===== src/rtl/led_seq_pkg.sv =====
// Shared encodings for the LED sequencer: pattern modes, run-control
// states, the "all LEDs off" decoder code and the mode-cycling order.
package led_seq_pkg;

  typedef enum logic [1:0] {
    MODE_SHL    = 2'd0,
    MODE_SHR    = 2'd1,
    MODE_BOUNCE = 2'd2,
    MODE_BLINK  = 2'd3
  } mode_t;

  typedef enum logic [1:0] {
    ST_IDLE  = 2'd0,
    ST_RUN   = 2'd1,
    ST_PAUSE = 2'd2
  } state_t;

  // Decoder code that lights no LED.
  localparam logic [3:0] KEY_OFF = 4'd14;

  // Mode-button order: SHL -> SHR -> BOUNCE -> BLINK -> SHL.
  function automatic mode_t next_mode(input mode_t m);
    case (m)
      MODE_SHL:    return MODE_SHR;
      MODE_SHR:    return MODE_BOUNCE;
      MODE_BOUNCE: return MODE_BLINK;
      default:     return MODE_SHL;
    endcase
  endfunction

endpackage


===== src/rtl/led_btn_debounce.sv =====
// Pushbutton conditioner: 2-flop synchronizer, stable-time debouncer and
// rising-edge pulse generator.
//   clk, rst_n : system clock, asynchronous active-low reset
//   btn        : raw active-high button, asynchronous to clk
//   pulse      : one-cycle pulse per debounced press
module led_btn_debounce #(
  parameter int unsigned DB_CYCLES = 500000
) (
  input  logic clk,
  input  logic rst_n,
  input  logic btn,
  output logic pulse
);

  localparam int unsigned CW = $clog2(DB_CYCLES);
  localparam logic [CW-1:0] CNT_LAST = CW'(DB_CYCLES - 1);

  logic [1:0]    sync;
  logic [1:0]    valid;
  logic          level;
  logic          armed;
  logic [CW-1:0] cnt;

  // valid marks when sync[1] holds a real post-reset sample; armed then
  // requires the button to have been seen released, so a button held
  // through reset release cannot produce a press pulse.
  always_ff @(posedge clk or negedge rst_n) begin
    if (!rst_n) begin
      sync  <= '0;
      valid <= '0;
      level <= 1'b0;
      armed <= 1'b0;
      cnt   <= '0;
      pulse <= 1'b0;
    end else begin
      sync  <= {sync[0], btn};
      valid <= {valid[0], 1'b1};
      pulse <= 1'b0;
      if (valid[1] && !sync[1]) armed <= 1'b1;
      if (sync[1] == level) begin
        cnt <= '0;
      end else if (cnt == CNT_LAST) begin
        level <= sync[1];
        cnt   <= '0;
        pulse <= sync[1] & armed;
      end else begin
        cnt <= cnt + CW'(1);
      end
    end
  end

endmodule


===== src/rtl/led_seq_ctrl.sv =====
// LED chaser controller: run/pause FSM, speed-selectable step prescaler
// and shift/bounce/blink pattern generator driving an 8-LED decoder.
//   clk, rst_n        : system clock, asynchronous active-low reset
//   btn_run, btn_mode : raw pushbuttons (run/pause, pattern select)
//   sw_speed          : step rate, period = TICK_DIV * {8,4,2,1}
//   key               : registered decoder code, 0-7 or KEY_OFF
//   mode              : current pattern mode
//   running           : high while stepping
module led_seq_ctrl #(
  parameter int unsigned TICK_DIV  = 25000000,
  parameter int unsigned DB_CYCLES = 500000
) (
  input  logic       clk,
  input  logic       rst_n,
  input  logic       btn_run,
  input  logic       btn_mode,
  input  logic [1:0] sw_speed,
  output logic [3:0] key,
  output logic [1:0] mode,
  output logic       running
);

  import led_seq_pkg::*;

  localparam int unsigned PW = $clog2(TICK_DIV * 8);
  localparam logic [PW-1:0] TERM_X8 = PW'(TICK_DIV * 8 - 1);
  localparam logic [PW-1:0] TERM_X4 = PW'(TICK_DIV * 4 - 1);
  localparam logic [PW-1:0] TERM_X2 = PW'(TICK_DIV * 2 - 1);
  localparam logic [PW-1:0] TERM_X1 = PW'(TICK_DIV - 1);

  logic          run_p;
  logic          mode_p;
  state_t        state;
  mode_t         mode_q;
  mode_t         mode_nx;
  logic [PW-1:0] pcnt;
  logic [PW-1:0] term;
  logic          tick;
  logic [2:0]    pos;
  logic          dir_up;
  logic          blink_on;

  led_btn_debounce #(.DB_CYCLES(DB_CYCLES)) u_run_db (
    .clk   (clk),
    .rst_n (rst_n),
    .btn   (btn_run),
    .pulse (run_p)
  );

  led_btn_debounce #(.DB_CYCLES(DB_CYCLES)) u_mode_db (
    .clk   (clk),
    .rst_n (rst_n),
    .btn   (btn_mode),
    .pulse (mode_p)
  );

  always_comb begin
    case (sw_speed)
      2'd0:    term = TERM_X8;
      2'd1:    term = TERM_X4;
      2'd2:    term = TERM_X2;
      default: term = TERM_X1;
    endcase
  end

  // >= rather than == so a shorter period selected mid-count fires at once.
  assign tick    = (state == ST_RUN) && (pcnt >= term);
  assign mode_nx = next_mode(mode_q);

  always_ff @(posedge clk or negedge rst_n) begin
    if (!rst_n) begin
      state <= ST_IDLE;
    end else if (run_p) begin
      case (state)
        ST_IDLE:  state <= ST_RUN;
        ST_RUN:   state <= ST_PAUSE;
        ST_PAUSE: state <= ST_RUN;
        default:  state <= ST_IDLE;
      endcase
    end
  end

  always_ff @(posedge clk or negedge rst_n) begin
    if (!rst_n) begin
      pcnt <= '0;
    end else if (state == ST_IDLE && run_p) begin
      pcnt <= '0;
    end else if (state == ST_RUN) begin
      pcnt <= tick ? '0 : pcnt + PW'(1);
    end
  end

  // Tick stepping uses the mode in force before any coincident mode press;
  // the mode-press assignments come last so they override phase and dir.
  always_ff @(posedge clk or negedge rst_n) begin
    if (!rst_n) begin
      mode_q   <= MODE_SHL;
      pos      <= '0;
      dir_up   <= 1'b1;
      blink_on <= 1'b1;
    end else begin
      if (state == ST_IDLE && run_p) begin
        pos      <= '0;
        dir_up   <= 1'b1;
        blink_on <= 1'b1;
      end else if (tick) begin
        case (mode_q)
          MODE_SHL: pos <= pos + 3'd1;
          MODE_SHR: pos <= pos - 3'd1;
          MODE_BOUNCE: begin
            if (dir_up) begin
              if (pos == 3'd7) begin
                dir_up <= 1'b0;
                pos    <= 3'd6;
              end else begin
                pos <= pos + 3'd1;
              end
            end else begin
              if (pos == 3'd0) begin
                dir_up <= 1'b1;
                pos    <= 3'd1;
              end else begin
                pos <= pos - 3'd1;
              end
            end
          end
          default: blink_on <= ~blink_on;
        endcase
      end
      if (mode_p) begin
        mode_q   <= mode_nx;
        blink_on <= 1'b1;
        if (mode_nx == MODE_SHL) dir_up <= 1'b1;
        if (mode_nx == MODE_SHR) dir_up <= 1'b0;
      end
    end
  end

  always_ff @(posedge clk or negedge rst_n) begin
    if (!rst_n) begin
      key <= KEY_OFF;
    end else if (state == ST_IDLE) begin
      key <= KEY_OFF;
    end else if (mode_q == MODE_BLINK && !blink_on) begin
      key <= KEY_OFF;
    end else begin
      key <= {1'b0, pos};
    end
  end

  assign mode    = mode_q;
  assign running = (state == ST_RUN);

endmodule


===== config.mk =====
export PLATFORM = sky130hd
export DESIGN_NAME = led_seq_ctrl
export DESIGN_NICKNAME = d
export VERILOG_FILES = /design/src/rtl/led_seq_pkg.sv /design/src/rtl/led_btn_debounce.sv /design/src/rtl/led_seq_ctrl.sv
export SDC_FILE = /design/constraint.sdc
export NUM_CORES = 1
export LEC_CHECK = 0
export CORE_MARGIN = 3
export CORE_UTILIZATION = 62
export DETAILED_ROUTE_END_ITERATION = 7
export PLACE_DENSITY = 0.9
export SLEW_MARGIN = 40
export SYNTH_ARGS = -nofsm -noshare
export SYNTH_HDL_FRONTEND = slang
export SYNTH_SLANG_ARGS = --single-unit

===== constraint.sdc =====
create_clock -name clk -period 2.45 [get_ports clk]
set_clock_uncertainty 0.2 [all_clocks]
set_input_delay 0.49 -clock clk [delete_from_list [all_inputs] [get_ports clk]]
set_output_delay 0.49 -clock clk [all_outputs]
set_load 0.01 [all_outputs]

== Word-level counts from Yosys, hierarchy flattened ==
Index checks and enable logic that the tools add are counted.

* Register bits after elaboration: 93
* Word-level logic and storage cells: 102
* Input bits: 6
* Output and inout bits: 7

* Multiplexer cells: 35
* Add/sub/neg operators: 5
* Reductions and logical operators: 23
* $lt $le $gt $ge: 1
* Eq/ne operators: 14
* Bitwise gates (word level): 5

{| class="wikitable"
|+ Operators with widths
! kind !! number
|-
| $mux W28 || 3
|-
| $pmux W28 S3 || 1
|-
| $mux W19 || 4
|-
| $add A19 B1 Y19 const B || 2
|-
| $eq A19 B19 Y1 const B || 2
|-
| $add A28 B1 Y28 const B || 1
|-
| $ge A28 B28 Y1 || 1
|-
| $mux W1 || 17
|-
| $mux W3 || 5
|-
| $pmux W3 S3 || 1
|-
| $eq A2 B1 Y1 const B || 4
|-
| $eq A2 B2 Y1 const B || 4
|-
| $logic_not A2 Y1 || 4
|-
| $mux W4 || 2
|-
| $reduce_and A2 Y1 || 4
|-
| $pmux W2 S3 || 1
|-
| $logic_and A1 B1 Y1 || 5
|-
| $pmux W2 S2 || 1
|-
| $reduce_bool A2 Y1 || 2
|-
| $reduce_bool A4 Y1 || 1
|-
| $add A3 B1 Y3 const B || 1
|-
| $eq A3 B3 Y1 const B || 1
|-
| $logic_not A1 Y1 || 3
|-
| $logic_not A3 Y1 || 1
|-
| 8 further kinds || 12
|}

== Logic depth before layout (Yosys ltp) ==
* Depth after elaboration: 9
* Mapped depth: 11
* Gate-level depth less buffers: 10

== By module ==
Synthesis repeated with hierarchy kept, for this count alone.

* Cell total of the unflattened synthesis: 521
* Area, all modules: 5,107.4 µm²

{| class="wikitable"
|+ Modules (own cells, without submodules)
! module !! times used !! cells each !! seq. area each (µm²) !! area an instance (µm²)
|-
| led_seq_ctrl || 1 || 291 || 1,032.2 || 2,660.1
|-
| led_btn_debounce || 2 || 115 || 650.6 || 1,223.7
|}

== Worst setup path before layout ==
OpenSTA, ideal clock, no wires.

* Kind: input to register
* Start: input port sw_speed[1]
* End: register pcnt[6]
* Setup slack: -79 ps
* Setup time: 72 ps
* Arrival time: 2,257 ps
* Stages on the path: 10
* Buffers on the path: 1
* Required time: 2,178 ps
* Cell sequence: inv_1 -> nor2_1 -> ha_1 -> a41oi_1 -> o22ai_1 -> or2_2 -> nor3_4 -> o21ai_2 -> buf_6 -> nor2_1

* Longest elaborated chain between the ends: 7
* Elaborated cells on any way between the ends: 9
* Those cells by class: 1 x order compare; 2 x eq/ne; 4 x mux; 2 x reduce/logical

{| class="wikitable"
|+ RTL lines
! element !! line !! RTL
|-
| start: declaration || led_seq_ctrl.sv:17 || <nowiki>input logic [1:0] sw_speed,</nowiki>
|-
| $eq A2 B2 Y1 (tied with other cells) || led_seq_ctrl.sv:58 || <nowiki>case (sw_speed)</nowiki>
|-
| $pmux W28 S3 * || led_seq_ctrl.sv:58 ||
|-
| $ge A28 B28 Y1 * || led_seq_ctrl.sv:67 || <nowiki>assign tick = (state == ST_RUN) && (pcnt >= term);</nowiki>
|-
| $logic_and A1 B1 Y1 * || led_seq_ctrl.sv:67 ||
|-
| $mux W28 * || led_seq_ctrl.sv:89 || <nowiki>pcnt <= tick ? '0 : pcnt + PW'(1);</nowiki>
|-
| $mux W28 * || led_seq_ctrl.sv:88 || <nowiki>end else if (state == ST_RUN) begin</nowiki>
|-
| $mux W28 * || led_seq_ctrl.sv:86 || <nowiki>end else if (state == ST_IDLE && run_p) begin</nowiki>
|-
| end signal: assignment || led_seq_ctrl.sv:89 ||
|-
| end: declaration || led_seq_ctrl.sv:36 || <nowiki>logic [PW-1:0] pcnt;</nowiki>
|}

Every way passes the cells marked *; elsewhere a longest branch is shown, timed or not. The select of a mux whose other input is x is not followed.
A chain may end at the register's enable or synchronous reset.

== Worst setup path in the final report ==
* Start: register pcnt[23]
* End: register pcnt[10]

* Longest elaborated chain between the ends: 5

{| class="wikitable"
|+ RTL lines
! element !! line
|-
| $ge A28 B28 Y1 || led_seq_ctrl.sv:67
|-
| $logic_and A1 B1 Y1 || led_seq_ctrl.sv:67
|-
| $mux W28 || led_seq_ctrl.sv:89
|-
| $mux W28 || led_seq_ctrl.sv:88
|-
| $mux W28 || led_seq_ctrl.sv:86
|}

Every way passes these cells. The select of a mux whose other input is x is not followed.

==> impl_table.tex <==
\begin{tabular}{lr}
\hline
Metric & Value \\
\hline
\multicolumn{2}{l}{\textbf{Floorplan}} \\
\quad Number of cell rows & 31 \\
\quad Floorplan die area & approximately 9000 um2 \\
\quad Number of top-level pins & 13 \\
\quad Vertical extent of the die & 94.72 um \\
\quad Initial core utilization & roughly 66\% \\
\quad Total core area & about 7400 um2 \\
\quad Horizontal die dimension & around 95 um \\
\multicolumn{2}{l}{\textbf{Clock network}} \\
\quad Max Root-Sink Buffers & 2 \\
\quad Total CTS buffers & 9 \\
\quad CTS clk-pin slew, worst paths & 100 ps \\
\quad CTS root buffer & sky130\_fd\_sc\_hd\_\_clkbuf\_8 \\
\quad CTS tree & built \\
\quad H-tree levels & 3 \\
\quad TritonCTS sink count & between 90 and 100 \\
\quad Worst skew pair latency & 370 ps \\
\multicolumn{2}{l}{\textbf{Worst setup path}} \\
\quad Worst path cell trace & ha\_1, a41oi\_1, o22ai\_1, or2\_2, nor3\_4, o21ai\_2, buf\_12, nor2\_1 \\
\quad Slowest stage delay, CP & 410 ps \\
\quad Start-to-end type of the worst setup path & reg2reg \\
\quad Launch instance of the worst register-to-register path & pcnt[23] \\
\quad Worst R2R Path Depth & 8 \\
\quad Critical Path End Type & register \\
\quad Launching element type of the critical path & register \\
\quad Endpoint of the worst register-to-register path & pcnt[10] \\
\quad R2R Setup Slk & 50 ps \\
\quad Arrival time at the worst endpoint & 2480 ps \\
\quad Critical-path cell with the highest stage delay & sky130\_fd\_sc\_hd\_\_dfrtp\_1 \\
\quad Maximum net fanout on the critical path & 23 \\
\quad Crit path required time & 2540 ps \\
\multicolumn{2}{l}{\textbf{Synth}} \\
\quad Synth Instances & 500 \\
\quad Synth Warn \# & 0 \\
\quad Number of enable flip-flop cells after synthesis & 0 \\
\quad Yosys cell types & 53 \\
\quad Area of the mapped netlist & 4880 um2 \\
\quad Part of the Yosys area used for sequential elements & 46.79\% \\
\quad Cell type with the largest total area after synthesis & sky130\_fd\_sc\_hd\_\_dfrtp\_1 \\
\quad Share of Yosys cell area claimed by the top area cell type & 44.10\% \\
\quad Cells taking the most area after synthesis & sky130\_fd\_sc\_hd\_\_dfrtp\_1, sky130\_fd\_sc\_hd\_\_ha\_1, sky130\_fd\_sc\_hd\_\_xor2\_1 \\
\quad Async S/R FF share, synth & 100.0\% \\
\quad Mean area per synthesized cell & between 9 and 10 um2 \\
\quad Mapped Nets & 537 \\
\quad \#FFs+latches synth & 91 \\
\quad Most frequently used flop master after synthesis & sky130\_fd\_sc\_hd\_\_dfrtp\_1 \\
\multicolumn{2}{l}{\textbf{Final layout}} \\
\quad Synth-to-Final Area Change & 17.13\% \\
\quad Total Nets Final & approximately 590 \\
\quad Diode insertion count for antenna repair & 0 \\
\quad Final design instance area without fill & 5715 um2 \\
\quad Commonest non-fill, non-tap cells in the layout & sky130\_fd\_sc\_hd\_\_dfrtp\_1, sky130\_fd\_sc\_hd\_\_nor2\_1, sky130\_fd\_sc\_hd\_\_nand2\_1 \\
\quad Core occupancy in the finished layout & 76.75\% \\
\quad Commonest non-fill, non-tap cell in the layout & sky130\_fd\_sc\_hd\_\_dfrtp\_1 \\
\quad Share of cells above drive strength 1 & 16.76\% \\
\multicolumn{2}{l}{\textbf{Placement}} \\
\quad Placement Setup Slack & -750.9 ps \\
\quad PortBufs & 12 \\
\quad Dpl cell area & between 5000 and 6000 um2 \\
\quad Post-detail-place hpwl & 7212 um \\
\quad Last weighted congestion value of the routability-driven placer & $\sim$1 \\
\multicolumn{2}{l}{\textbf{Detailed routing}} \\
\quad WL per Instance & 15.92 um \\
\quad Routed Antenna Nets & 0 \\
\quad Total vias in the final route & between 3000 and 4000 \\
\quad Total Wirelength & 10410 um \\
\quad Detailed-route DRC error count & 0 \\
\quad Pre-Repair DR Iteration Count & 4 \\
\quad Vias per std cell & between 5 and 6 \\
\quad Count of routing violations after the opening detailed-route iteration & 243 \\
\multicolumn{2}{l}{\textbf{GRT}} \\
\quad First-pass GRT wire length & 17330 um \\
\quad Antenna violations before repair & 0 \\
\quad Total grt overflow & 0 \\
\quad Number of global-route vias before repair & 3779 \\
\quad Global routing usage summed across all routing layers & approximately 25\% \\
\quad Pin count of the biggest net entering global routing & 41 \\
\multicolumn{2}{l}{\textbf{Power and ir drop}} \\
\quad Sequential group share of total power & 56.8\% \\
\quad Cell leakage power & 2.605 nW \\
\quad Design internal power & 0.002044 W \\
\quad Switching power total & 0.0006439 W \\
\quad Combinational power share & 4.9\% \\
\quad Clock share of power & about two fifths \\
\quad IR Drop Worst-Case VDD & 451.1 uV \\
\quad Power Dens Cells & 470.2 nW/um2 \\
\quad Sw Ratio & about a quarter \\
\multicolumn{2}{l}{\textbf{Timing}} \\
\quad Final-layout worst hold slack & 156.1 ps \\
\quad Min cycle time layout & 2395 ps \\
\quad Aggregate negative setup slack & 0 ps \\
\quad Crit path setup slack, layout & 54.84 ps \\
\quad Post-route clock period utilization & just under 100\% \\
\quad Max Clock Freq & 0.4175 GHz \\
\quad Number of hold violations in the final report & 0 \\
\quad Final number of setup-violating endpoints & 0 \\
\quad Max-slew violation count & 0 \\
\quad RSZ-0062 raised after global routing & yes \\
\multicolumn{2}{l}{\textbf{Min path}} \\
\quad Startpoint of the lowest-slack hold path & u\_mode\_db.sync[0] \\
\quad Number of instances on the worst hold path & 0 \\
\quad Hold EP & u\_mode\_db.sync[1] \\
\quad Class of the worst hold path & reg2reg \\
\multicolumn{2}{l}{\textbf{Run}} \\
\quad Maximum Capacitance Violations & 0 \\
\multicolumn{2}{l}{\textbf{Run status}} \\
\quad Result of the run & finished, final reports clean \\
\hline
\end{tabular}
## cell usage after synthesis, drive strengths merged, types with 2 or more instances
cell type	n
a21oi	4
ha	31
dfstp	5
nand3	31
a211oi	4
o22ai	2
buf	3
mux2	2
nor4	7
nor2	83
o31ai	2
or2	2
clkbuf	7
and4bb	2
nor3b	5
inv	22
nand4	20
and2	3
and4	7
nand4b	2
a21o	2
nor3	7
xor2	37
nand2b	3
dfrtp	86
o21ai	13
mux2i	4
o211ai	2
o31a	3
xnor2	22
and3	13
a22o	2
nand2	49
## power groups by stage
stage	Sequential [W]	Combinational, W	Clock (W)
global placement	0.00155	0.000109	0
detailed placement	0.00155	0.000114	0
global route	0.00153	0.000148	0.00111
floorplan	0.00155	0.0000481	0
finish	0.00153	0.000131	0.00103
CTS	0.00153	0.000119	0.00104
## through the flow
step	total power [W]	std cells
6_report	0.002688	654
5_1_grt	0.002782	654
4_1_cts	0.002688	649
3_5_place_dp	0.001669	631
3_3_place_gp	0.001662	631
2_1_floorplan	0.001601	500
## routing by layer
metal  GRT usage, %  share of wire [%]  vias to the layer above
met5              0                  0                        -
met4          9.615                2.7                        0
li1               -                  -                     1828
met1          30.56                 42                     1872
met2          41.10                 51                       92
met3          6.534                3.8                       32
## logic make-up (layout without fill, tap and decap cells)
logic type	Yosys count	count (layout)	share of synthesized area [%]
simple gates	240	240	24.74
flops	91	91	46.79
xor+xnor	59	59	10.59
compound gates	40	40	5.769
buf+inv	32	87	2.795
fa+ha+maj	31	31	7.949
mux	6	6	1.282
other cells	1	1	0.07685
## sequential cells by signal (all words and copies together) (netlist names), 3 cells and up
name,flops
pos,3
u_mode_db.cnt,19
pcnt,28
u_run_db.cnt,19
key,4
## cell type report
cell class	instances	area, um2
inverters	22	90.09
repair buffers	49	425.4
flip-flops and latches	91	2286
multi-input cells	377	2590
clock buffers	9	123.9
well taps	99	123.9
fillers	459	1732
clock inverters	7	76.32
## critical path: cells and delay by family, from the launching register on
family	cells	cell delay [ps]
buf+inv	1	170
fa+ha+maj	1	330
compound gates	3	450
simple gates	3	760
flops	1	410
## how the worst max path moves through the flow
stage / depth (start not counted) / start / to
detailed placement: 12 / sw_speed[1] / pcnt[24]
CTS: 11 / sw_speed[1] / pcnt[5]
floorplan: 9 / sw_speed[1] / pcnt[6]
finish: 8 / pcnt[23] / pcnt[10]
global placement: 12 / sw_speed[1] / pcnt[18]
global route: 8 / pcnt[23] / pos[1]
## what timing repair did
action | 4_1_cts | 5_1_grt
hold buffers | 1 | 0
resized for setup | 12 | 26
buffers inserted | 1 | 5
hold endpoints to repair | 28 | 0
endpoints found under the setup margin | 33 | 34
pin swaps | 4 | 12
Note: power is estimated with default switching activity, not from simulation.
